===== src/rtl/fifo_param_if.sv =====
// rtl/fifo_param_if.sv - handshake and status bundle for fifo_param
interface fifo_param_if #(
    parameter int FIFO_WIDTH = 16,
    parameter int FIFO_DEPTH = 8
);
    localparam int CW = $clog2(FIFO_DEPTH + 1);

    logic [FIFO_WIDTH-1:0] data_in;
    logic                  wr_en;
    logic                  rd_en;
    logic [FIFO_WIDTH-1:0] data_out;
    logic                  rd_valid;
    logic                  wr_ack;
    logic                  overflow;
    logic                  underflow;
    logic                  full;
    logic                  empty;
    logic                  almostfull;
    logic                  almostempty;
    logic [CW-1:0]         count;

    modport master (
        output data_in, wr_en, rd_en,
        input  data_out, rd_valid, wr_ack, overflow, underflow,
               full, empty, almostfull, almostempty, count
    );

    modport slave (
        input  data_in, wr_en, rd_en,
        output data_out, rd_valid, wr_ack, overflow, underflow,
               full, empty, almostfull, almostempty, count
    );
endinterface


===== src/rtl/fifo_param.sv =====
// rtl/fifo_param.sv - synchronous FIFO with registered or fall-through read
module fifo_param #(
    parameter int FIFO_WIDTH = 16,
    parameter int FIFO_DEPTH = 8,
    parameter int AF_THRESH  = 7,
    parameter int AE_THRESH  = 1,
    parameter int FWFT       = 0
) (
    input  logic          clk,
    input  logic          rst_n,
    fifo_param_if.slave   bus
);
    localparam int CW = $clog2(FIFO_DEPTH + 1);
    localparam int PW = $clog2(FIFO_DEPTH);

    localparam logic [CW-1:0] DEPTH_C = CW'(FIFO_DEPTH);
    localparam logic [CW-1:0] AF_C    = CW'(AF_THRESH);
    localparam logic [CW-1:0] AE_C    = CW'(AE_THRESH);
    localparam logic [PW-1:0] LAST_P  = PW'(FIFO_DEPTH - 1);

    if (!(AE_THRESH >= 1 && AE_THRESH < AF_THRESH && AF_THRESH <= FIFO_DEPTH - 1)) begin : g_bad_params
        $error("fifo_param: thresholds must satisfy 1 <= AE_THRESH < AF_THRESH <= FIFO_DEPTH-1");
    end

    logic [FIFO_WIDTH-1:0] mem [FIFO_DEPTH];
    logic [PW-1:0]         wr_ptr;
    logic [PW-1:0]         rd_ptr;
    logic [CW-1:0]         count;
    logic [FIFO_WIDTH-1:0] head;
    logic [FIFO_WIDTH-1:0] data_out_r;
    logic                  rd_valid_r;
    logic                  wr_ack_r;
    logic                  overflow_r;
    logic                  underflow_r;
    logic                  wr_accept;
    logic                  rd_accept;

    // Acceptance: a full FIFO still takes a write when a read frees a slot the same edge;
    // an empty FIFO never lets a write bypass straight to the read side.
    always_comb begin
        rd_accept = bus.rd_en && (count != '0);
        wr_accept = bus.wr_en && ((count != DEPTH_C) || bus.rd_en);
        head      = mem[rd_ptr];
    end

    // Storage is deliberately left out of reset; only the pointers define what is live.
    always_ff @(posedge clk) begin
        if (rst_n && wr_accept) begin
            mem[wr_ptr] <= bus.data_in;
        end
    end

    // Pointers wrap explicitly at FIFO_DEPTH-1 so non-power-of-two depths work.
    always_ff @(posedge clk) begin
        if (!rst_n) begin
            wr_ptr <= '0;
            rd_ptr <= '0;
            count  <= '0;
        end else begin
            if (wr_accept) begin
                wr_ptr <= (wr_ptr == LAST_P) ? '0 : wr_ptr + PW'(1);
            end
            if (rd_accept) begin
                rd_ptr <= (rd_ptr == LAST_P) ? '0 : rd_ptr + PW'(1);
            end
            if (wr_accept && !rd_accept) begin
                count <= count + CW'(1);
            end else if (rd_accept && !wr_accept) begin
                count <= count - CW'(1);
            end
        end
    end

    // One-cycle status pulses reporting what happened to last cycle's requests.
    always_ff @(posedge clk) begin
        if (!rst_n) begin
            wr_ack_r    <= 1'b0;
            overflow_r  <= 1'b0;
            underflow_r <= 1'b0;
        end else begin
            wr_ack_r    <= wr_accept;
            overflow_r  <= bus.wr_en && !wr_accept;
            underflow_r <= bus.rd_en && (count == '0);
        end
    end

    // Registered read path: capture the head word as it is popped, hold it otherwise.
    always_ff @(posedge clk) begin
        if (!rst_n) begin
            data_out_r <= '0;
            rd_valid_r <= 1'b0;
        end else begin
            rd_valid_r <= rd_accept;
            if (rd_accept) begin
                data_out_r <= head;
            end
        end
    end

    // Output selection and occupancy flags, all derived from count.
    always_comb begin
        bus.count       = count;
        bus.full        = (count == DEPTH_C);
        bus.empty       = (count == '0);
        bus.almostfull  = (count >= AF_C);
        bus.almostempty = (count <= AE_C) && (count != '0);
        bus.wr_ack      = wr_ack_r;
        bus.overflow    = overflow_r;
        bus.underflow   = underflow_r;
        if (FWFT != 0) begin
            bus.data_out = head;
            bus.rd_valid = (count != '0);
        end else begin
            bus.data_out = data_out_r;
            bus.rd_valid = rd_valid_r;
        end
    end
endmodule


===== src/flat_wrapper.sv =====
// flat-port wrapper written by rule: the top's interface ports become plain ports
module fifo_param_flat 
#(
    parameter int FIFO_WIDTH = 16,
    parameter int FIFO_DEPTH = 8,
    parameter int AF_THRESH  = 7,
    parameter int AE_THRESH  = 1,
    parameter int FWFT       = 0
)
  (clk, rst_n, bus_data_in, bus_wr_en, bus_rd_en, bus_data_out, bus_rd_valid, bus_wr_ack, bus_overflow, bus_underflow, bus_full, bus_empty, bus_almostfull, bus_almostempty, bus_count);
  fifo_param_if #(.FIFO_WIDTH(FIFO_WIDTH), .FIFO_DEPTH(FIFO_DEPTH)) bus_i ();
  input  logic clk;
  input  logic rst_n;
  input wire logic [$bits(bus_i.data_in)-1:0] bus_data_in;
  input wire logic [$bits(bus_i.wr_en)-1:0] bus_wr_en;
  input wire logic [$bits(bus_i.rd_en)-1:0] bus_rd_en;
  output wire logic [$bits(bus_i.data_out)-1:0] bus_data_out;
  output wire logic [$bits(bus_i.rd_valid)-1:0] bus_rd_valid;
  output wire logic [$bits(bus_i.wr_ack)-1:0] bus_wr_ack;
  output wire logic [$bits(bus_i.overflow)-1:0] bus_overflow;
  output wire logic [$bits(bus_i.underflow)-1:0] bus_underflow;
  output wire logic [$bits(bus_i.full)-1:0] bus_full;
  output wire logic [$bits(bus_i.empty)-1:0] bus_empty;
  output wire logic [$bits(bus_i.almostfull)-1:0] bus_almostfull;
  output wire logic [$bits(bus_i.almostempty)-1:0] bus_almostempty;
  output wire logic [$bits(bus_i.count)-1:0] bus_count;
  assign bus_i.data_in = bus_data_in;
  assign bus_i.wr_en = bus_wr_en;
  assign bus_i.rd_en = bus_rd_en;
  assign bus_data_out = bus_i.data_out;
  assign bus_rd_valid = bus_i.rd_valid;
  assign bus_wr_ack = bus_i.wr_ack;
  assign bus_overflow = bus_i.overflow;
  assign bus_underflow = bus_i.underflow;
  assign bus_full = bus_i.full;
  assign bus_empty = bus_i.empty;
  assign bus_almostfull = bus_i.almostfull;
  assign bus_almostempty = bus_i.almostempty;
  assign bus_count = bus_i.count;
  fifo_param #(.FIFO_WIDTH(FIFO_WIDTH), .FIFO_DEPTH(FIFO_DEPTH), .AF_THRESH(AF_THRESH), .AE_THRESH(AE_THRESH), .FWFT(FWFT)) u_core (.clk(clk), .rst_n(rst_n), .bus(bus_i));
endmodule

===== config.mk =====
export PLATFORM = sky130hd
export DESIGN_NAME = fifo_param_flat
export DESIGN_NICKNAME = d
export VERILOG_FILES = /design/src/rtl/fifo_param_if.sv /design/src/rtl/fifo_param.sv /design/src/flat_wrapper.sv
export SDC_FILE = /design/constraint.sdc
export NUM_CORES = 1
export LEC_CHECK = 0
export ABC_CLOCK_PERIOD_IN_PS = 3880
export CAP_MARGIN = 20
export CORE_MARGIN = 2
export CORE_UTILIZATION = 48
export CTS_CLUSTER_SIZE = 14
export DETAILED_ROUTE_END_ITERATION = 10
export HOLD_SLACK_MARGIN = 0.08
export MAX_ROUTING_LAYER = met4
export PLACE_DENSITY = 0.65
export SLEW_MARGIN = 25
export SYNTH_ARGS = -nofsm -noshare
export SYNTH_HDL_FRONTEND = slang
export SYNTH_SLANG_ARGS = --single-unit

===== constraint.sdc =====
create_clock -name clk -period 3.88 [get_ports clk]
set_input_delay 0.582 -clock clk [delete_from_list [all_inputs] [get_ports clk]]
set_output_delay 0.582 -clock clk [all_outputs]
set_load 0.01 [all_outputs]

Word-level counts from Yosys, hierarchy flattened:

Memories as Yosys holds them, arrays and structs flattened. A register that Yosys moved wholly into a read port is not among the register bits.
Cells that the tools add are included.

* bits in registers: 14
* memory bits (writable): 128
* input bits: 20
* output and inout bits: 28
* word-level logic and storage cells: 39
* memories: 1

Memories
* u_core.mem: depth 8, width 16, read ports 1, clocked after memory_dff 1, wr ports 1, RTL line fifo_param.sv:25 `logic [FIFO_WIDTH-1:0] mem [FIFO_DEPTH];`

* add/sub/neg operators: 4
* $lt $le $gt $ge: 2
* equality and inequality tests: 4
* multiplexer cells: 6
* reduce and logical (&&, ||, !) cells: 15

Operators by type and width (count)
* $logic_and A1 B1 Y1: 8
* $mux W4: 2
* $add A3 B1 Y3 const B: 2
* $eq A3 B3 Y1 const B: 2
* $mux W3: 2
* $add A4 B1 Y4 const B: 1
* $eq A4 B4 Y1 const B: 1
* $ge A4 B3 Y1 const B: 1
* $le A4 B1 Y1 const B: 1
* $logic_not A4 Y1: 1
* $ne A4 B4 Y1 const B: 1
* $reduce_bool A4 Y1: 1
* $sub A4 B1 Y4 const B: 1
* $logic_not A1 Y1: 3
* $mux W1: 2
* $reduce_bool A2 Y1: 1
* $logic_or A1 B1 Y1: 1

Longest topological paths before layout:

* word-level depth: 7
* mapped depth: 10
* mapped depth without buffers: 10

Worst setup path after synthesis:

OpenSTA, ideal clock, no wires.

* path type: register to register
* start: register u_core.count[0] (netlist: u_core.bus.count[0])
* end: memory u_core.mem[0][0] (enable)
* library setup time: 0.409 ns
* arrival: 2.477 ns
* data required time: 3.471 ns
* slack: 0.994 ns
* cell stages (with the launch flop): 7
* path buffers: 0
* cells stage by stage: dfxtp_1 -> inv_1 -> ha_1 -> nand3b_1 -> nor2_1 -> or3_1 -> nor3_1

* word-level cells in the longest chain between the ends: 6

RTL lines
* from (decl): RTL line fifo_param.sv:28 `logic [CW-1:0] count;`
* from (signal assigned): RTL line fifo_param.sv:67 `count <= count + CW'(1);`
* from (signal assigned): RTL line fifo_param.sv:69 `count <= count - CW'(1);`
* $ne A4 B4 Y1: RTL line fifo_param.sv:42 `wr_accept = bus.wr_en && ((count != DEPTH_C) || bus.rd_en);`
* $logic_or A1 B1 Y1: RTL line fifo_param.sv:42
* $logic_and A1 B1 Y1: RTL line fifo_param.sv:42
* $logic_and A1 B1 Y1: RTL line fifo_param.sv:48 `if (rst_n && wr_accept) begin`
* $mux W1: RTL line fifo_param.sv:48
* $mux W1 (implied by the code): RTL line fifo_param.sv:49 `mem[wr_ptr] <= bus.data_in;`
* to (decl): RTL line fifo_param.sv:25

Every way passes these cells.

Worst setup path in the final report:

* start: register u_core.count[0] (netlist: u_core.bus.count[0])
* end: output port bus_empty

* word-level cells in the longest chain between the ends: 1

RTL lines
* $logic_not A4 Y1: RTL line fifo_param.sv:104 `bus.empty = (count == '0);`
* to (decl): RTL line flat_wrapper.sv:23 `output wire logic [$bits(bus_i.empty)-1:0] bus_empty;`

Every way passes these cells.

==> flow_summary.ini <==
[global_route]
grt_pass1_wl_mm = 18.6
grt_pass1_vias = 3426
grt_start_max_net_pins = 38
antenna_found_initial = 0
grt.overflow.total = 0
track_usage_pct = 19.7

[timing]
period_needed_ns = 2.74
fin_crit_sh_pct = 70.7
worst_pin_slew_ns = 0.914
fmax_mhz = 364
setup_viol_count_final = 0
maxSlewHeadroom_pct = 39.1
drv_slew = 0
skew_ns = 0.00960
hold_viol = 0
finalSetupTns_ns = 0
rsz0062_at_grt = false

[floorplan]
fp.dieH_um = 117
coreArea_mm2 = 0.0126
ios = 48
die_area_mm2 = 0.0137
fp-row-count = 41
die_x_um = 117
initial_core_util_pct = 48.9

[clock_tree]
cts.repair.resized = 0
clock_latency_ns = 0.42
cts-root-buf = clkbuf_16
cts_hold_buffers = 0
clock_path_buffers = 2
post_cts_buffers = 0
h-tree-depth = 4
path_clk_slew_ns = 0.06
cts.sinks = 158
cts_tree = built
cts_buffers = 17

[synth]
yosysWarnings = 0
syn-num-nets = 410
synth_common_cells = edfxtp_1 (128), mux2i_1 (33), dfxtp_1 (30), mux2_2 (30), nor2_1 (24)
yosysMostFrequentCell = edfxtp_1
synth_top_area_share_pct = 62.5
yosys-top-cells-area = edfxtp_1 (63%), dfxtp_1 (9.8%), mux2_2 (5.5%)
synth.distinct_cells = 40
synth-main-ff-cell = edfxtp_1
ys_seq_area_share_pct = 72.3
synth_cells = 382
async_flop_share_pct = 0
synth_area_leader_cell = edfxtp_1
synth_seq_cells = 158
synth_edf_count = 128
synth.avg_cell_area_um2 = 16.1
synth_area_mm2 = 0.00615

[worst_hold_path]
hp-start = u_core.bus.data_out[0]
hold_depth = 1
hp-class = reg -> reg
hold_end = u_core.bus.data_out[0]

[placement]
port-buffer-count = 47
place_congestion = 0.813
dp_hpwl_mm = 7.19

[worst_setup_path]
setup.worst_path.end_class = output port
path_max_fanout = 7
cp.arrival_ns = 2.16
reg2reg_to = u_core.bus.count[3]
crit-reg2reg-launch = u_core.bus.count[0]
worstSetupPathType = reg -> out
reg2reg_slack_ns = 1.27
rr_worst_depth = 10
required_ns = 3.30
worstSetupStartpointType = flop

[drt]
vias_per_cell = 5.48
drc = 0
dr_total_vias = 3471
drt_first_pass_iters = 4
postRouteAntennaNets = 0
wl_per_cell_um = 18.9
drt_first_iter_violations = 218
routed_wl_mm = 11.9

[finish]
fin_nets = 476
area_growth_syn_to_layout_pct = 21.8
drive_above_1_share_pct = 18.4
antennaDiodeCount = 0
postLayoutCoreUtil_pct = 59.6

[pwr]
ir_worst_vdd_mv = 0.413
power_density_mw_per_mm2 = 633
p_leak_nw = 2.57

[run]
maxCapViolations = 0

[status]
outcome = finished, final reports clean
cell families (layout without fill, tap and decap cells):
group           after synthesis  count (layout)  synth area share [%]
xor+xnor                      3               3                 0.427
simple gates                 64              64                  5.39
fa+ha+maj                     8               8                  1.63
buf+inv                      24             103                  2.05
flops                       158             158                  72.3
mux                          63              63                  10.9
compound gates               62              62                  7.37
per-stage QoR:
stage / hold slack, ns / setup slack (ns) / total power [mW] / instance area (um^2) / instances
2_1_floorplan: 0.478 / 0.994 / 2.74 / 6150 / 382
3_3_place_gp: 0.456 / 0.918 / 3.10 / 6890 / 601
3_5_place_dp: 0.469 / 0.920 / 3.12 / 6890 / 601
4_1_cts: 0.483 / 1.10 / 4.78 / 7490 / 633
5_1_grt: 0.492 / 1.02 / 4.95 / 7490 / 633
6_report: 0.479 / 1.14 / 4.74 / 7490 / 633
worst max path at each step:
stage	start	end	slack, ns	cells past startpoint
floorplan	u_core.bus.count[0]	u_core.mem[0][0]	0.99	6
global placement	bus_rd_en	u_core.bus.count[3]	0.92	8
detailed placement	bus_rd_en	u_core.bus.count[3]	0.92	8
CTS	u_core.bus.count[0]	bus_empty	1.10	5
global route	u_core.bus.count[1]	bus_empty	1.02	5
finish	u_core.bus.count[0]	bus_empty	1.14	5
area by class of cell:
cell class | instances | area (um^2)
well taps | 172 | 215
clock inverters | 12 | 143
multi-input cells | 200 | 1590
clock buffers | 20 | 457
inverters | 6 | 22.5
fillers | 957 | 5080
flip-flops and latches | 158 | 4450
repair buffers | 65 | 618
power by group:
| group | internal (mW) | total [mW] | switching [mW] |
|---|---|---|---|
| combinational | 0.538 | 0.995 | 0.457 |
| sequential | 1.94 | 2.08 | 0.133 |
| clock | 1.04 | 1.67 | 0.631 |
state kept, by name (all words and copies together) (netlist names):
signal	count
u_core.bus.wr_ack	1
u_core.rd_ptr	3
u_core.mem	128
u_core.bus.overflow	1
u_core.bus.rd_valid	1
u_core.bus.data_out	16
u_core.wr_ptr	3
u_core.bus.underflow	1
u_core.bus.count	4
metal layers:
metal	vias to the layer above	wire, um	GRT usage (%)
li1	1610	-	-
met4	0	250	7.92
met1	1762	5310	25.4
met2	78	5780	29.3
met3	21	599	5.87
met5	-	0	-
worst max-delay path: stages (launching register included):
cell	delay [ns]
dfxtp_1	0.39
inv_1	0.09
ha_1	0.21
or3b_4	0.44
inv_1	0.09
clkdlybuf4s50_1	0.53
cell usage in the layout (no fill, tap or decap), types with 4 or more instances in the layout:
master and n:
o22ai_1 15, clkinv_2 5, nor2_1 24, clkdlybuf4s50_1 47, nand2_1 11, a22oi_1 15
or3_1 4, buf_4 17, mux2_2 30, mux2i_1 33, a22o_1 15, edfxtp_1 128
a21boi_0 7, inv_1 6, ha_1 8, clkbuf_16 17, dfxtp_1 29
Power figures use the tool's default switching activity.
==> edit 1: new RTL, same settings <==
Reset style: asynchronous (`rst_n`), changed in 3 clocked blocks.
--- a/src/rtl/fifo_param.sv
+++ b/src/rtl/fifo_param.sv
@@ -52,5 +52,5 @@
 
     // Pointers wrap explicitly at FIFO_DEPTH-1 so non-power-of-two depths work.
-    always_ff @(posedge clk) begin
+    always_ff @(posedge clk or negedge rst_n) begin
         if (!rst_n) begin
             wr_ptr <= '0;
@@ -73,5 +73,5 @@
 
     // One-cycle status pulses reporting what happened to last cycle's requests.
-    always_ff @(posedge clk) begin
+    always_ff @(posedge clk or negedge rst_n) begin
         if (!rst_n) begin
             wr_ack_r    <= 1'b0;
@@ -86,5 +86,5 @@
 
     // Registered read path: capture the head word as it is popped, hold it otherwise.
-    always_ff @(posedge clk) begin
+    always_ff @(posedge clk or negedge rst_n) begin
         if (!rst_n) begin
             data_out_r <= '0;
Formal check against the unedited RTL: differs if rst_n is asserted again (counterexample within 4 cycles, from zero or initial values and one cycle with rst_n low); with rst_n held inactive, the same outputs for 10 cycles.
==> edit 1 against the original RTL <==
  * First-iteration DRC count shrank 21%
  * Critical path depth is the same
  * Combinational power grew 64%
  * Synthesized cell count shrank 4.2%
  * Worst hold slack gained 0.050 ns
  * Power grew 16%
  * Global-route usage shrank 0.37 points
  * Wire length grew 3.3%
  * Synthesized area grew 3.1%
  * Sequential cell count is the same
  * Register-to-register slack gained 0.15 ns
  * Cell area grew 2.0%
  * Count of clock-buffer cells in the layout grew 1
  * Worst setup slack lost 0.086 ns
==> edit 1: results (changes against the original RTL) <==
.. list-table::
   :header-rows: 1

   * - Metric
     - Value
   * - Register Area
     - 4600 um2 (was 4450 um2)
   * - Avg Synthesized Cell Area
     - 17.3 um2 (was 16.1 um2)
   * - Number of distinct library cells after synthesis
     - 34 (was 40)
   * - HPWL after DPL
     - 7.44 mm (was 7.19 mm)
   * - Final cell count without fillers
     - 618 (was 633)
   * - Overall Global Routing Usage
     - 19.3% (was 19.7%)
   * - Reg2Reg Setup Slack
     - 1.42 ns (was 1.27 ns)
   * - DRT met1 WL
     - 5.58 mm (was 5.31 mm)
   * - Nonclk inv count
     - 7 (was 6)
   * - Via/cell ratio
     - 5.40 (was 5.48)
   * - Multiplexer area fraction after synthesis
     - 11.8% (was 10.9%)
   * - Leakage power
     - 2.75 nW (was 2.57 nW)
   * - Synthesized-area fraction occupied by ao, oa, aoi and oai cells
     - 9.06% (was 7.37%)
   * - Peak Freq
     - 353 MHz (was 364 MHz)
   * - Global-route met1 utilization
     - 24.2% (was 25.4%)
   * - Total nets after synthesis
     - 394 (was 410)
   * - Wire length of the first global-routing pass
     - 19.4 mm (was 18.6 mm)
   * - Worst Path Arrival
     - 2.25 ns (was 2.16 ns)
   * - Fill cells
     - 954 (was 957)
   * - Clock buf count
     - 21 (was 20)
   * - Status
     - finished, final reports clean (unchanged)
   * - Share of final-layout standard cells stronger than drive strength 1
     - 23.5% (was 18.4%)
   * - Buffer count excluding the clock tree in the final layout
     - 66 (was 65)
   * - Routability congestion estimate from global placement
     - 0.743 (was 0.813)
   * - Number of hold buffers added after CTS
     - 1 (was 0)
   * - Met2 routing resource usage after global routing
     - 30.3% (was 29.3%)
   * - Delay contributed by the slowest stage of the critical path
     - 0.60 ns (was 0.53 ns)
   * - Area of the multi-input gates
     - 1620 um2 (was 1590 um2)
[edit 1: cell count changes in the layout (fill, tap and decap cells not counted), sizes merged, moves of 9 or more]
| cell | unedited run | this run |
|---|---|---|
| nor2 | 24 | 10 |
| a22oi | 15 | 0 |
| nand2 | 12 | 3 |
| o21ai | 3 | 20 |
| dfrtp | 0 | 30 |
| dfxtp | 30 | 0 |
| o31ai | 0 | 16 |
[edit 1: path summary, 6_finish.rpt]
check / end / depth (start not counted)
max: bus_empty / 5
min: u_core.bus.data_out[3] / 2
max reg2reg: u_core.bus.count[3] / 9
min reg2reg: u_core.bus.data_out[3] / 2
max in group asynchronous: u_core.rd_ptr[0] / 3
min in group asynchronous: u_core.bus.data_out[1] / 2
[edit 1: power breakdown]
group	switching (mW)	internal, mW	leakage, nW
logic	0.785	0.843	0.970
registers	0.250	2.09	1.52
clock network	0.623	0.908	0.261
==> edit 2: new RTL, config.mk and constraints unchanged <==
Without the edit above. `FWFT` is set to 0 in 2 places; all go to 1.
--- a/src/rtl/fifo_param.sv
+++ b/src/rtl/fifo_param.sv
@@ -5,5 +5,5 @@
     parameter int AF_THRESH  = 7,
     parameter int AE_THRESH  = 1,
-    parameter int FWFT       = 0
+    parameter int FWFT       = 1
 ) (
     input  logic          clk,
--- a/src/flat_wrapper.sv
+++ b/src/flat_wrapper.sv
@@ -6,5 +6,5 @@
     parameter int AF_THRESH  = 7,
     parameter int AE_THRESH  = 1,
-    parameter int FWFT       = 0
+    parameter int FWFT       = 1
 )
   (clk, rst_n, bus_data_in, bus_wr_en, bus_rd_en, bus_data_out, bus_rd_valid, bus_wr_ack, bus_overflow, bus_underflow, bus_full, bus_empty, bus_almostfull, bus_almostempty, bus_count);
Formal check against the unedited RTL: not equivalent (Yosys sat finds a counterexample within 4 cycles, from zero or initial values and one cycle with rst_n low).
==> edit 2 against the original RTL <==
  * The flow now finishes with violations (design-rule violations)
  * Cell area down 6.4%
  * Power down 9.9%
  * Synthesized area decreased by 6.9%
  * Wire length down 15%
  * Final cell count is 21% lower
  * Sequential cell count decreased by 14
  * Worst setup slack got worse by 0.53 ns
  * First-iteration DRC count rose by 7.3%
  * Critical path type unchanged
  * Critical endpoint is now bus_data_out[3]
  * Largest power group unchanged
  * Highest routed layer unchanged
==> edit 2: results (changes against the original RTL) <==
.. list-table::
   :header-rows: 1

   * - Metric
     - Value
   * - Number of nets in the final layout
     - 373 (was 476)
   * - Pin count of the biggest net entering global routing
     - 33 (was 38)
   * - Final cell count without fillers
     - 500 (was 633)
   * - Leakage power
     - 2.38 nW (was 2.57 nW)
   * - Status
     - finished with violations (was finished, final reports clean)
   * - Avg Synthesized Cell Area
     - 20.8 um2 (was 16.1 um2)
   * - Worst Path Arrival
     - 2.69 ns (was 2.16 ns)
   * - Peak Freq
     - 306 MHz (was 364 MHz)
   * - Share of final-layout standard cells stronger than drive strength 1
     - 19.6% (was 18.4%)
   * - Total nets after synthesis
     - 305 (was 410)
   * - Reg-to-Reg End
     - u_core.mem[0][2] (was u_core.bus.count[3])
   * - Final hold slack
     - 0.507 ns (was 0.479 ns)
   * - Post-route DRC violation count
     - 2 (was 0)
   * - Pre-Repair DR Iteration Count
     - 10 (was 4)
   * - Most area-consuming cells after synthesis
     - sky130_fd_sc_hd__edfxtp_1 67%, sky130_fd_sc_hd__mux4_1 13%, sky130_fd_sc_hd__dfxtp_1 5.6%, sky130_fd_sc_hd__mux2_2 3.1%, sky130_fd_sc_hd__ha_1 2.0% (was sky130_fd_sc_hd__edfxtp_1 63%, sky130_fd_sc_hd__dfxtp_1 9.8%, sky130_fd_sc_hd__mux2_2 5.5%, sky130_fd_sc_hd__mux2i_1 5.4%, sky130_fd_sc_hd__a22o_1 2.1%)
   * - Initial detailed-routing violation count
     - 234 (was 218)
   * - Placed cell count
     - 468 (was 601)
   * - Fin Clk Skew
     - 0.00843 ns (was 0.00960 ns)
   * - Sequential area share after synthesis
     - 72.7% (was 72.3%)
   * - Violated checks
     - design-rule violations
   * - Final routed wirelength across all metal layers
     - 10.1 mm (was 11.9 mm)
   * - HPWL after DPL
     - 6.12 mm (was 7.19 mm)
   * - GR met3 Demand/Resource
     - 3.91% (was 5.87%)
   * - Depth of the most critical reg-to-reg path
     - 6 (was 10)
   * - Cell types with the highest counts after synthesis
     - 128 x sky130_fd_sc_hd__edfxtp_1, 28 x sky130_fd_sc_hd__mux4_1, 16 x sky130_fd_sc_hd__dfxtp_1, 16 x sky130_fd_sc_hd__mux2_2 (was 128 x sky130_fd_sc_hd__edfxtp_1, 33 x sky130_fd_sc_hd__mux2i_1, 30 x sky130_fd_sc_hd__dfxtp_1, 30 x sky130_fd_sc_hd__mux2_2, 24 x sky130_fd_sc_hd__nor2_1)
==> edit 2: critical path: cells and delay by family (launching register included) <==
kind	cells	cell delay, ns
buffers and inverters	2	0.73
flip-flops	1	0.64
multiplexers	2	0.89
==> edit 2: cell families (layout without fill, tap and decap cells) <==
logic type,count (synthesis),after routing
AOI/OAI and AO/OA,10,10
xor gates and xnor gates,2,2
adders and majority gates,9,9
buffers and inverters,18,99
DFF,144,144
muxes,54,54
and+or+nand+nor,39,39
==> edit 2: worst min path at each step <==
stage | startpoint | end | cells past startpoint
2_1_floorplan | u_core.rd_ptr[1] | flip-flop | 2
3_3_place_gp | u_core.wr_ptr[0] | u_core.wr_ptr[0] | 2
3_5_place_dp | u_core.rd_ptr[0] | flip-flop | 2
4_1_cts | u_core.rd_ptr[1] | u_core.rd_ptr[1] | 2
5_1_grt | u_core.rd_ptr[1] | u_core.rd_ptr[1] | 2
6_report | u_core.rd_ptr[1] | u_core.rd_ptr[1] | 2
==> edit 2: routing by layer <==
| layer | part of all wire (%) | routed length, um |
|---|---|---|
| met5 | 0 | 0 |
| met4 | 1.4 | 140 |
| met3 | 2.8 | 283 |
| met2 | 49 | 4960 |
| met1 | 47 | 4740 |
==> edit 2: layout make-up <==
cell class,count,area (um2)
clock inverters,15,156
multi-input cells,114,1470
inverters,6,22.5
repair buffers,61,588
fillers,820,4510
clock buffers,17,425
well taps,143,179
flip-flops and latches,144,4170
==> edit 2: where the power goes <==
group | switching [mW] | internal [mW]
Sequential | 0.0788 | 1.76
Clock | 0.635 | 0.952
Combinational | 0.343 | 0.504
Total | 1.06 | 3.21
